File: src/rtl/arcade_mem_pkg.sv
// rtl/arcade_mem_pkg.sv - shared types and constants for the arcade external SRAM read path
package arcade_mem_pkg;

  localparam int SRAM_AW = 21;
  localparam int SRAM_DW = 8;
  localparam logic [SRAM_AW-1:0] CFG_ADDR_DEFAULT = 21'h08FD5;

  typedef enum logic [1:0] {IDLE, WAIT, DONE} arb_state_e;
  typedef enum logic [1:0] {OWN_A, OWN_B, OWN_CFG} owner_e;

endpackage

File: src/rtl/sram_poll_timer.sv
// rtl/sram_poll_timer.sv - free-running poll period counter with sticky poll_pending flag
module sram_poll_timer #(
  parameter int unsigned POLL_PERIOD = 65536
) (
  input  logic clk_24M,
  input  logic reset,
  input  logic poll_clear_i,
  output logic poll_pending_o
);

  localparam int unsigned TW = (POLL_PERIOD > 2) ? $clog2(POLL_PERIOD) : 1;

  logic [TW-1:0] timer_q, timer_d;
  logic          pending_q, pending_d;
  logic          wrap;

  // A wrap in the same cycle as a clear keeps the request alive.
  always_comb begin
    wrap      = (timer_q == TW'(POLL_PERIOD - 1));
    timer_d   = wrap ? '0 : timer_q + TW'(1);
    pending_d = wrap | (pending_q & ~poll_clear_i);
  end

  always_ff @(posedge clk_24M) begin
    if (reset) begin
      timer_q   <= '0;
      pending_q <= 1'b1;
    end else begin
      timer_q   <= timer_d;
      pending_q <= pending_d;
    end
  end

  assign poll_pending_o = pending_q;

endmodule

File: src/rtl/sram_read_arbiter.sv
// rtl/sram_read_arbiter.sv - shares the read-only SRAM between ports A, B and the config poller
module sram_read_arbiter
  import arcade_mem_pkg::*;
#(
  parameter int unsigned        WAIT_CYCLES = 2,
  parameter int unsigned        POLL_PERIOD = 65536,
  parameter logic [SRAM_AW-1:0] CFG_ADDR    = CFG_ADDR_DEFAULT,
  parameter logic [1:0]         CFG_DEFAULT = 2'b00
) (
  input  logic               clk_24M,
  input  logic               reset,
  input  logic               a_req,
  input  logic [SRAM_AW-1:0] a_addr,
  output logic               a_ack,
  output logic [SRAM_DW-1:0] a_data,
  input  logic               b_req,
  input  logic [SRAM_AW-1:0] b_addr,
  output logic               b_ack,
  output logic [SRAM_DW-1:0] b_data,
  output logic [SRAM_AW-1:0] sram_addr,
  input  logic [SRAM_DW-1:0] sram_data,
  output logic               sram_we_n,
  output logic [1:0]         scandblctrl,
  output logic               cfg_valid
);

  localparam logic [3:0] CNT_INIT = 4'(WAIT_CYCLES - 1);

  arb_state_e         state_q, state_d;
  owner_e             owner_q, owner_d;
  logic [3:0]         cnt_q, cnt_d;
  logic [SRAM_AW-1:0] addr_q, addr_d;
  logic [SRAM_DW-1:0] a_data_q, a_data_d, b_data_q, b_data_d;
  logic               a_ack_q, a_ack_d, b_ack_q, b_ack_d;
  logic [1:0]         scb_q, scb_d;
  logic               cfg_valid_q, cfg_valid_d;
  logic               last_b_q, last_b_d;
  logic               grant;
  logic               poll_pending;
  logic               poll_clear;

  sram_poll_timer #(
    .POLL_PERIOD(POLL_PERIOD)
  ) u_poll_timer (
    .clk_24M       (clk_24M),
    .reset         (reset),
    .poll_clear_i  (poll_clear),
    .poll_pending_o(poll_pending)
  );

  always_comb begin
    state_d     = state_q;
    owner_d     = owner_q;
    cnt_d       = cnt_q;
    addr_d      = addr_q;
    a_data_d    = a_data_q;
    b_data_d    = b_data_q;
    a_ack_d     = 1'b0;
    b_ack_d     = 1'b0;
    scb_d       = scb_q;
    cfg_valid_d = cfg_valid_q;
    last_b_d    = last_b_q;
    grant       = 1'b1;
    poll_clear  = 1'b0;

    case (state_q)
      IDLE: begin
        // Poller first; on an A/B tie the port not served last time wins.
        if (poll_pending) begin
          owner_d = OWN_CFG;
          addr_d  = CFG_ADDR;
        end else if (a_req && (!b_req || last_b_q)) begin
          owner_d = OWN_A;
          addr_d  = a_addr;
        end else if (b_req) begin
          owner_d = OWN_B;
          addr_d  = b_addr;
        end else begin
          grant  = 1'b0;
          addr_d = CFG_ADDR;
        end
        if (grant) begin
          cnt_d   = CNT_INIT;
          state_d = WAIT;
        end
      end

      WAIT: begin
        if (cnt_q == 4'd0) begin
          case (owner_q)
            OWN_A: begin
              a_data_d = sram_data;
              a_ack_d  = 1'b1;
            end
            OWN_B: begin
              b_data_d = sram_data;
              b_ack_d  = 1'b1;
            end
            default: scb_d = sram_data[1:0];
          endcase
          state_d = DONE;
        end else begin
          cnt_d = cnt_q - 4'd1;
        end
      end

      DONE: begin
        state_d = IDLE;
        case (owner_q)
          OWN_A:   last_b_d = 1'b0;
          OWN_B:   last_b_d = 1'b1;
          default: begin
            poll_clear  = 1'b1;
            cfg_valid_d = 1'b1;
          end
        endcase
      end

      default: state_d = IDLE;
    endcase
  end

  always_ff @(posedge clk_24M) begin
    if (reset) begin
      state_q     <= IDLE;
      owner_q     <= OWN_CFG;
      cnt_q       <= '0;
      addr_q      <= CFG_ADDR;
      a_data_q    <= '0;
      b_data_q    <= '0;
      a_ack_q     <= 1'b0;
      b_ack_q     <= 1'b0;
      scb_q       <= CFG_DEFAULT;
      cfg_valid_q <= 1'b0;
      last_b_q    <= 1'b1;
    end else begin
      state_q     <= state_d;
      owner_q     <= owner_d;
      cnt_q       <= cnt_d;
      addr_q      <= addr_d;
      a_data_q    <= a_data_d;
      b_data_q    <= b_data_d;
      a_ack_q     <= a_ack_d;
      b_ack_q     <= b_ack_d;
      scb_q       <= scb_d;
      cfg_valid_q <= cfg_valid_d;
      last_b_q    <= last_b_d;
    end
  end

  assign a_ack       = a_ack_q;
  assign b_ack       = b_ack_q;
  assign a_data      = a_data_q;
  assign b_data      = b_data_q;
  assign sram_addr   = addr_q;
  assign sram_we_n   = 1'b1;
  assign scandblctrl = scb_q;
  assign cfg_valid   = cfg_valid_q;

endmodule

File: config.mk
export PLATFORM = sky130hd
export DESIGN_NAME = sram_read_arbiter
export DESIGN_NICKNAME = d
export VERILOG_FILES = /design/src/rtl/arcade_mem_pkg.sv /design/src/rtl/sram_poll_timer.sv /design/src/rtl/sram_read_arbiter.sv
export SDC_FILE = /design/constraint.sdc
export NUM_CORES = 1
export LEC_CHECK = 0
export BUFFER_PORTS_ARGS = -buffer_cell sky130_fd_sc_hd__buf_2
export CORE_MARGIN = 2
export CORE_UTILIZATION = 40
export CTS_CLUSTER_SIZE = 20
export DETAILED_ROUTE_END_ITERATION = 10
export GPL_ROUTABILITY_DRIVEN = 1
export GPL_TIMING_DRIVEN = 0
export HOLD_SLACK_MARGIN = 0.06
export PLACE_DENSITY_LB_ADDON = 0.25
export SLEW_MARGIN = 20
export SYNTH_ARGS = -nofsm -noshare
export SYNTH_HDL_FRONTEND = slang
export SYNTH_SLANG_ARGS = --single-unit
File: constraint.sdc
create_clock -name clk_24M -period 2.3 [get_ports clk_24M]
set_clock_uncertainty 0.05 [all_clocks]
set_input_delay 0.345 -clock clk_24M [delete_from_list [all_inputs] [get_ports clk_24M]]
set_output_delay 0.345 -clock clk_24M [all_outputs]
set_load 0.05 [all_outputs]
==> results of run 1 <==
## power groups by stage
stage,Clock (mW),Sequential (mW),Combinational [mW]
2_1_floorplan,0,1.36,0.297
3_3_place_gp,0,1.30,0.495
3_5_place_dp,0,1.31,0.503
4_1_cts,1.02,1.28,0.506
5_1_grt,1.07,1.29,0.556
6_report,0.989,1.28,0.502
## cells by family (layout without fill, tap and decap cells)
kind of cell               Yosys count  in the layout
and+or+nand+nor                    123            123
AOI/OAI and AO/OA                   94             94
DFF                                 68             68
buffers and inverters               38            146
muxes                               19             19
xor gates and xnor gates            11             11
adders and majority gates            3              3
other                                1              1
## sequential cells by signal, summed over array words and instances (netlist names)
register and flops:
b_data 8, cfg_valid 1, last_b_q 1, u_poll_timer.timer_q 16, cnt_q 4, state_q 2, sram_addr 21, owner_q 2
a_data 8, a_ack 1, u_poll_timer.poll_pending_o 1, b_ack 1, scandblctrl 2
## worst min-delay path by stage
stage	endpoint	slack (ns)	depth (start not counted)
3_5_place_dp	cfg_valid$_SDFFE_PP0P_	0.39	2
6_report	b_data[4]$_SDFFE_PP0P_	0.19	3
4_1_cts	b_data[4]$_SDFFE_PP0P_	0.18	3
2_1_floorplan	u_poll_timer.timer_q[0]$_SDFF_PP0_	0.37	1
3_3_place_gp	u_poll_timer.timer_q[0]$_SDFF_PP0_	0.38	1
5_1_grt	a_data[6]$_SDFFE_PP0P_	0.20	3
## layout make-up
class | count | area (um2)
Buffer | 30 | 155
Inverter | 8 | 30.0
Sequential cell | 68 | 1360
Clock inverter | 7 | 75.1
Fill cell | 761 | 3720
Tap cell | 102 | 128
Multi-Input combinational cell | 251 | 1550
Timing Repair Buffer | 92 | 460
Clock buffer | 9 | 124
## per-stage QoR
step	power (mW)	setup slack, ns
2_1_floorplan	1.66	0.703
3_3_place_gp	1.80	0.556
3_5_place_dp	1.81	0.515
4_1_cts	2.81	0.502
5_1_grt	2.91	0.302
6_report	2.77	0.520
## synthesized netlist by cell type (2+ instances only)
cell type,number
or3_1,2
o211ai_1,2
buf_2,4
xor2_1,10
o21ai_0,23
nand4_1,5
clkinv_1,2
inv_1,6
nand3_1,6
a21oi_1,29
and2_1,4
buf_6,3
nor2_2,10
nand2_1,25
a211oi_1,22
o21a_1,11
clkbuf_1,18
ha_1,3
buf_4,4
nand2b_1,2
mux2i_1,19
dfxtp_1,68
and3_1,13
nor2_1,39
nor3_1,5
## worst reg2reg max path, cell delays in order, from the launching register on
cell     delay [ns]
dfxtp_1        0.34
inv_1          0.09
ha_1           0.15
nor3b_4        0.29
nor4b_2        0.24
buf_4          0.24
mux2i_1        0.21
nor2_1         0.05
## per-layer routing
| layer | vias to the layer above | global-route usage (%) | routed length (um) |
|---|---|---|---|
| li1 | 1449 | - | - |
| met1 | 1307 | 22.5 | 3490 |
| met2 | 92 | 28.9 | 3300 |
| met3 | 8 | 5.18 | 470 |
| met4 | 0 | 6.34 | 106 |
| met5 | - | 0 | 0 |
==> out/summary.md, run 1 <==
The tools report the combinational group share of total power as 18.1%. The critical path crosses 7 cells after its start point. Power spread over the standard cell area amounts to 712 mW/mm2. After synthesis, the cell types taking the most area are dfxtp_1, mux2i_1, a211oi_1. Kind of critical path: reg2reg. In this run, post-CTS repair resized a total of 0 instances.

Summed over its instances, the top area cell type makes up 43.9% of the synthesized netlist area. For this run the aggregate overflow at the end of global routing stands at 0. For flop-to-flop paths, the worst setup slack is 0.52 ns. The routed wire length was 7360 um.

The tools report the beginning of the worst hold path as sram_data[4]. The share of total power dissipated in sequential elements is 46.2%. Yosys printed 0 warnings.

The internal power of the cells totals 1.92 mW. The maximum number of pins on one net before global-route repair was 14; the number of max-slew violations in the final report was 0. The total via count in the routed design was 2856. At the end of routability-driven placement, the weighted congestion stood at 0.737.

The first-pass detailed-route iteration total is 4, and the measured slew at the worst slew-check pin is 0.514 ns. The number of hold violations in the final report is 0, and the share of final-layout standard cells stronger than drive strength 1 is 29.7%. Setup violations remaining at the end of the flow were counted as 0. For the worst flop-to-flop path, the logic depth is 7. TritonCTS built the clock tree.

The die covers 0.00847 mm2. The max-capacitance violation count was 0; the portion of the post-synthesis area used by sequential elements was 43.9%. The clock passes through at most 2 buffers. The critical path endpoint category was a register. In this run the cell area measured after placement is 0.00369 mm2. The peak ir drop on the vdd network is 0.298 mV. Leaving out fill and tap cells, the most frequent cells in the layout are buf_2, dfxtp_1, nor2_1. In the synthesized netlist the async set-or-reset flop fraction comes to 0%. The post-cts hold buffer count came out at 0.

The area of the placeable core is 0.00761 mm2. For the end-of-flow core utilization, the log shows 51.1%. The critical path goes through inv_1 > ha_1 > nor3b_4 > nor4b_2 > buf_4 > mux2i_1 > nor2_1. The biggest area contributor in the post-synthesis netlist is dfxtp_1. The count of nets left with antenna violations once routing finished came out at 0. The number of nets handed over by synthesis was 414. In this run the worst setup path terminates at a_data[2]$_SDFFE_PP0P_. For this run, the post-layout net count is 517. The die height works out to 92.0 um.

The portion of netlist area occupied by mux cells works out to 6.13%. The detailed-route wire length per cell was 13.0 um. The basic-gate share of the synthesized area counting and, or, nand and nor cells was 20.5%. The wire length of the first global-routing pass came out at 12100 um. The flow ran to the end, and the final reports show no timing, DRC or antenna violations.

The H-tree was split into 3 levels. The run gives 357 as the cell count after synthesis. The clock net in this run drives a total of 68 sinks.

In this run, the clock network consumes 35.7% of the power. Summing the areas of all xor and xnor instances in the mapped netlist gives 3.11% of the synthesized area. After the first detailed-routing iteration, the DRC count stood at 107.

In this run the tool buffered the top-level ports with 92 buffer cells. The via count of the first global-routing pass was 2656; the mapped cell area was 0.00310 mm2. Setup repair after global routing left no endpoint under its margin.

During I/O placement, the number of pins put on the boundary was 97. The logs give 0 ns for the setup TNS after final layout and 9 for the TritonCTS buffer count. At the worst endpoint, the required time is 2.48 ns. The share of the cycle needed by the critical path after routing was 77.4%; the number of placed cells counting well taps was 551.

For the arrival time of the worst setup path, the log shows 1.96 ns. The tools report the total leakage power as 1.68 nW. The type of the tightest min-delay check is in2reg. The tools report the count of unresolved DRC violations after routing as 0. From synthesis to final layout, the design area changed by 25.4%. Leaving out fill and tap cells, the most frequent cell in the layout is buf_2. Source of the critical timing path: cnt_q[0]$_SDFFE_PP0P_.

The number of standard-cell rows in the floorplan was 32. The top fanout value on the critical path was 9. The count of antenna diodes in the layout was 0.

Detailed placement finished with a half-perimeter wire length of 5230 um. The number of different library cells used by synthesis comes to 47. Across every metal layer, demand over resource in global routing totals 17.8%.

Slowest library cell on the worst path: dfxtp_1. Grouping stages by cell kind, the critical path spends the most delay in simple AND/OR/NAND/NOR gates. The delay of the slowest cell on the worst path was 0.34 ns; the die width was 92.0 um. Worst-skew pair later-pin latency: 0.35 ns. The number of antenna violations at the first check in global routing is 0, and the buffers inserted during post-CTS setup optimization is 0. Static timing analysis puts the maximum clock frequency at 0.562 GHz. The area fraction in compound gates after synthesis was 19.0%. The startpoint identified for the worst register-to-register timing path is cnt_q[0]$_SDFFE_PP0P_.

Leaving out filler cells and counting taps, the final layout contains 567. After Yosys synthesis, full adders, half adders and majority gates account for 1.21% of the synthesized area. Counting flops with a built-in enable in the synthesized netlist gives 0.

Clock-pin slew on the worst setup and hold paths: 0.08 ns. After synthesis, the largest family of logic cells by area is simple AND/OR/NAND/NOR gates. The initial cell density of the core was 40.8%; the relative max-transition margin was 65.7%. The synthesized area per cell is 8.68 um2. The worst register-to-register path ends at a_data[2]$_SDFFE_PP0P_. The most used flip-flop cell after synthesis is dfxtp_1.

Together, buffers and inverters on the worst path number 2. The worst hold margin came out at 0.185 ns. The post-synthesis register bit count came out at 68. Summed over all nets, the switching power comes to 0.848 mW. Summing all non-filler instances in the final layout gives an area of 0.00389 mm2. STA classifies the critical path startpoint as a register. Final critical path time including I/O delays and setup: 1.78 ns.

The tree is rooted in a clkbuf_8. Net switching is 30.6% of the power. The average via count per standard cell works out to 5.04.
Power figures use the tool's default switching activity.
==> run 2: changes to the inputs <==
ABC_AREA = 1   (was default)
clock period = 1.6 ns   (was 2.3 ns; I/O delays follow)
==> out/summary.md, run 2 <==
After technology mapping, the gate count stands at 424. Clock tree synthesis selected as its root buffer the cell clkbuf_8. For the total via count in the routed design, the log shows 2996. The peak ir drop on the vdd network is 0.434 mV, and the TritonCTS buffer count is 9. The analysis attributes to cell leakage a power of 1.76 nW. The library cell used most frequently in the layout, excluding fill and tap cells, is buf_2. The maximum achievable frequency came out at 0.676 GHz. The tool flagged a number of max-cap violations equal to 0. The floorplan step set the die height to 91.6 um.

The flow ran to the end, and the final reports show no timing, DRC or antenna violations. For the number of design-rule violations left by the first detailed-router iteration, the log shows 113. STA classifies the critical path startpoint as a register. Post-synthesis register bit count: 68. In this run the deepest clock path goes through 2 buffers. The share of final-layout standard cells stronger than drive strength 1 was 27.4%; the register-to-register setup slack was 0.12 ns. The final number of setup-violating endpoints was 0; the area of the placeable core was 0.00733 mm2. The commonest cells after synthesis are nand2_1, nor2_1, dfxtp_1.

The library cells used most frequently in the layout, excluding fill and tap cells, are buf_2, nand2_1, nor2_1. The flip-flop count of the largest register, all copies and words added is 21, and the share of the cycle needed by the critical path after routing is 92.4%. During synthesis, Yosys emitted a total of 0 warnings. For the global-route usage over all layers, the log shows 17.9%. Counting flops with an async set or reset pin after synthesis yields a share of 0%. The number of hold violations in the final report was 0. For the count of different cell masters after synthesis, the log shows 29. The length in cells of the worst reg-to-reg path was 7; the measured slew at the worst slew-check pin was 0.503 ns.

The synthesized net count was 481. The weighted congestion reported at the end of routability-driven placement came out at 0.828. In this run the horizontal extent of the chip is 91.6 um. Entering global routing, the biggest net connects 12 pins. The number of antenna violations at the first check in global routing is 0, and the final critical path time including I/O delays and setup is 1.48 ns.

The HPWL after detailed placement is 5390 um. The startpoint identified for the worst register-to-register timing path is u_poll_timer.timer_q[0]$_SDFF_PP0_. The library cell with the highest instance count after synthesis was nand2_1.

After synthesis the cells add up to 0.00307 mm2. Buffers placed on the I/O ports in this run total 95. Dividing total power by cell area gives a power density of 1350 mW/mm2.

For the via count of the first global-routing pass, the log shows 2790. The logs give 590 for the layout net count and 12200 um for the wire length of the first global-routing pass. Dividing the synthesized area by the synthesized cell count gives 7.24 um2. Wires add up to 7120 um.

The destination of the worst register-to-register timing path was u_poll_timer.timer_q[15]$_SDFF_PP0_. The total overflow left after global routing is 0. The logs give 0.00367 mm2 for the cell area reported after detailed placement and 0 for the count of antenna diodes in the layout. The tools report the number of clock sinks seen by CTS as 68. Beginning of the worst hold path: sram_data[5]. Along the worst path, the maximum fanout reaches 10. After routing the design area is 0.00392 mm2. The type of the tightest min-delay check was in2reg. In the final routed layout, each cell accounts on average for 11.2 um. The initial cell density of the core was 41.9%. Ranked by total cell area, the synthesized netlist is headed by dfxtp_1, nand2_1, nor2_1. Portion of the post-synthesis area used by sequential elements: 44.3%.

The number of max-slew violations in the final report came out at 0. The setup TNS after final layout was 0 ns. For this run, the leading register cell type out of synthesis is dfxtp_1. For the worst setup path, the data arrival time is 1.67 ns. The number of standard-cell rows in the floorplan was 31; the worst hold path stage count was 3.

Measured against its own limit, the worst slew margin works out to 66.5%. Worst-case hold path end point: a_data[5]$_SDFFE_PP0P_. After clock tree synthesis, the clock-pin slew on the worst setup and hold paths is 0.07 ns.

The count of flip-flops with a built-in enable after synthesis is 0, and the first-pass detailed-route iteration total is 4. The floorplan step defined a die boundary enclosing 0.00839 mm2. Once detail routing completed, the nets flagged for antenna violations numbered 0. The CTS H-tree depth is 3. Data on the critical path is required at its endpoint by 1.79 ns. The logs give 0 for the count of unresolved DRC violations after routing and 97 for the number of ports placed on the die boundary.

dfxtp_1 takes more of the synthesized area than any other cell. TritonCTS built the clock tree. STA classifies the critical path endpoint as a register.

In the routed layout, each cell is associated on average with a via count of 4.71. The area fraction of the dominant cell type after synthesis was 44.3%; the worst-skew pair later-pin latency was 0.35 ns. Kind of critical path: reg2reg. Relative to the synthesized area, the layout overhead comes to 27.5%.
==> run 2: cell count changes in the layout (fill, tap and decap cells not counted), moves of 6 or more <==
cell,change
inv_2,+7
mux2i_1,-19
inv_1,+19
nand3_1,+8
nor2_2,-7
o211ai_1,+9
o21ai_1,+13
a211oi_1,-22
nand2_1,+62
clkbuf_1,-10
nor2_1,+42
o21a_1,-11
buf_2,+6
and3_1,-13
==> run 2: logic make-up (layout without fill, tap and decap cells) <==
| logic type | count (synthesis) | count (layout) | synth area share, % |
|---|---|---|---|
| AO/OA/AOI/OAI | 86 | 86 | 15.3 |
| XOR/XNOR | 9 | 9 | 2.57 |
| adder cells (fa/ha/maj) | 3 | 3 | 1.22 |
| buffers and inverters | 51 | 164 | 7.29 |
| flip-flops | 68 | 68 | 44.3 |
| other | 1 | 1 | 0.122 |
| AND/OR/NAND/NOR | 206 | 206 | 29.2 |
==> run 2: layer usage <==
| metal | track usage [%] | part of all wire, % | vias up | wire [um] |
|---|---|---|---|---|
| li1 | - | - | 1578 | - |
| met1 | 22.0 | 46 | 1344 | 3250 |
| met2 | 29.1 | 48 | 66 | 3380 |
| met3 | 5.01 | 5.4 | 8 | 387 |
| met4 | 7.83 | 1.4 | 0 | 102 |
| met5 | 0 | 0 | - | 0 |
==> run 2: worst max path at each step <==
stage	from	endpoint	slack, ns	cells past startpoint
final	u_poll_timer.timer_q[0]$_SDFF_PP0_	u_poll_timer.timer_q[15]$_SDFF_PP0_	0.12	7
after global routing	cnt_q[0]$_SDFFE_PP0P_	a_data[4]$_SDFFE_PP0P_	-0.006	8
after CTS	u_poll_timer.timer_q[0]$_SDFF_PP0_	u_poll_timer.timer_q[15]$_SDFF_PP0_	0.04	7
after detailed placement	u_poll_timer.timer_q[0]$_SDFF_PP0_	u_poll_timer.timer_q[15]$_SDFF_PP0_	-0.003	7
after global placement	u_poll_timer.timer_q[0]$_SDFF_PP0_	u_poll_timer.timer_q[9]$_SDFF_PP0_	0.02	7
after floorplan	cnt_q[0]$_SDFFE_PP0P_	a_data[0]$_SDFFE_PP0P_	0.20	7
==> run 2: power breakdown <==
group,leakage (nW),total [mW],switching [mW],internal (mW)
logic,1.11,1.77,1.25,0.521
registers,0.553,2.05,0.139,1.91
clock network,0.101,1.47,0.636,0.838
==> run 2: through the flow <==
step           hold slack (ns)  power, mW  std cells  worst slack [ns]  util [%]
5_1_grt                 0.0900       5.62        636          -0.00626      53.4
2_1_floorplan            0.302       3.44        424             0.196         -
3_5_place_dp             0.390       3.84        618          -0.00283      50.1
3_3_place_gp             0.380       3.82        618            0.0232      50.1
6_report                0.0949       5.30        636             0.122      53.4
4_1_cts                 0.0848       5.33        633            0.0389      53.1
==> run 2: worst max-delay path, stage by stage (launching register included) <==
cell and delay, ns:
dfxtp_1 0.35, ha_1 0.17, nand2_1 0.14, nor2_4 0.17, nand2_2 0.11, o21ai_4 0.17, buf_6 0.16, a21oi_1 0.05
==> run 2: final cells by class <==
class | instances | area [um2]
fillers | 770 | 3420
repair buffers | 98 | 498
flip-flops and latches | 68 | 1360
multi-input cells | 305 | 1500
clock inverters | 3 | 45.0
clock buffers | 12 | 165
plain buffers | 18 | 95.1
inverters | 33 | 129
well taps | 99 | 124
==> run 2: what timing repair did <==
action / in CTS / in global routing
gates resized for setup: 2 / 6
hold buffers: 0 / 0
setup buffers: 0 / 3
endpoints found under the setup margin: 4 / 23
pin swaps: 1 / 3
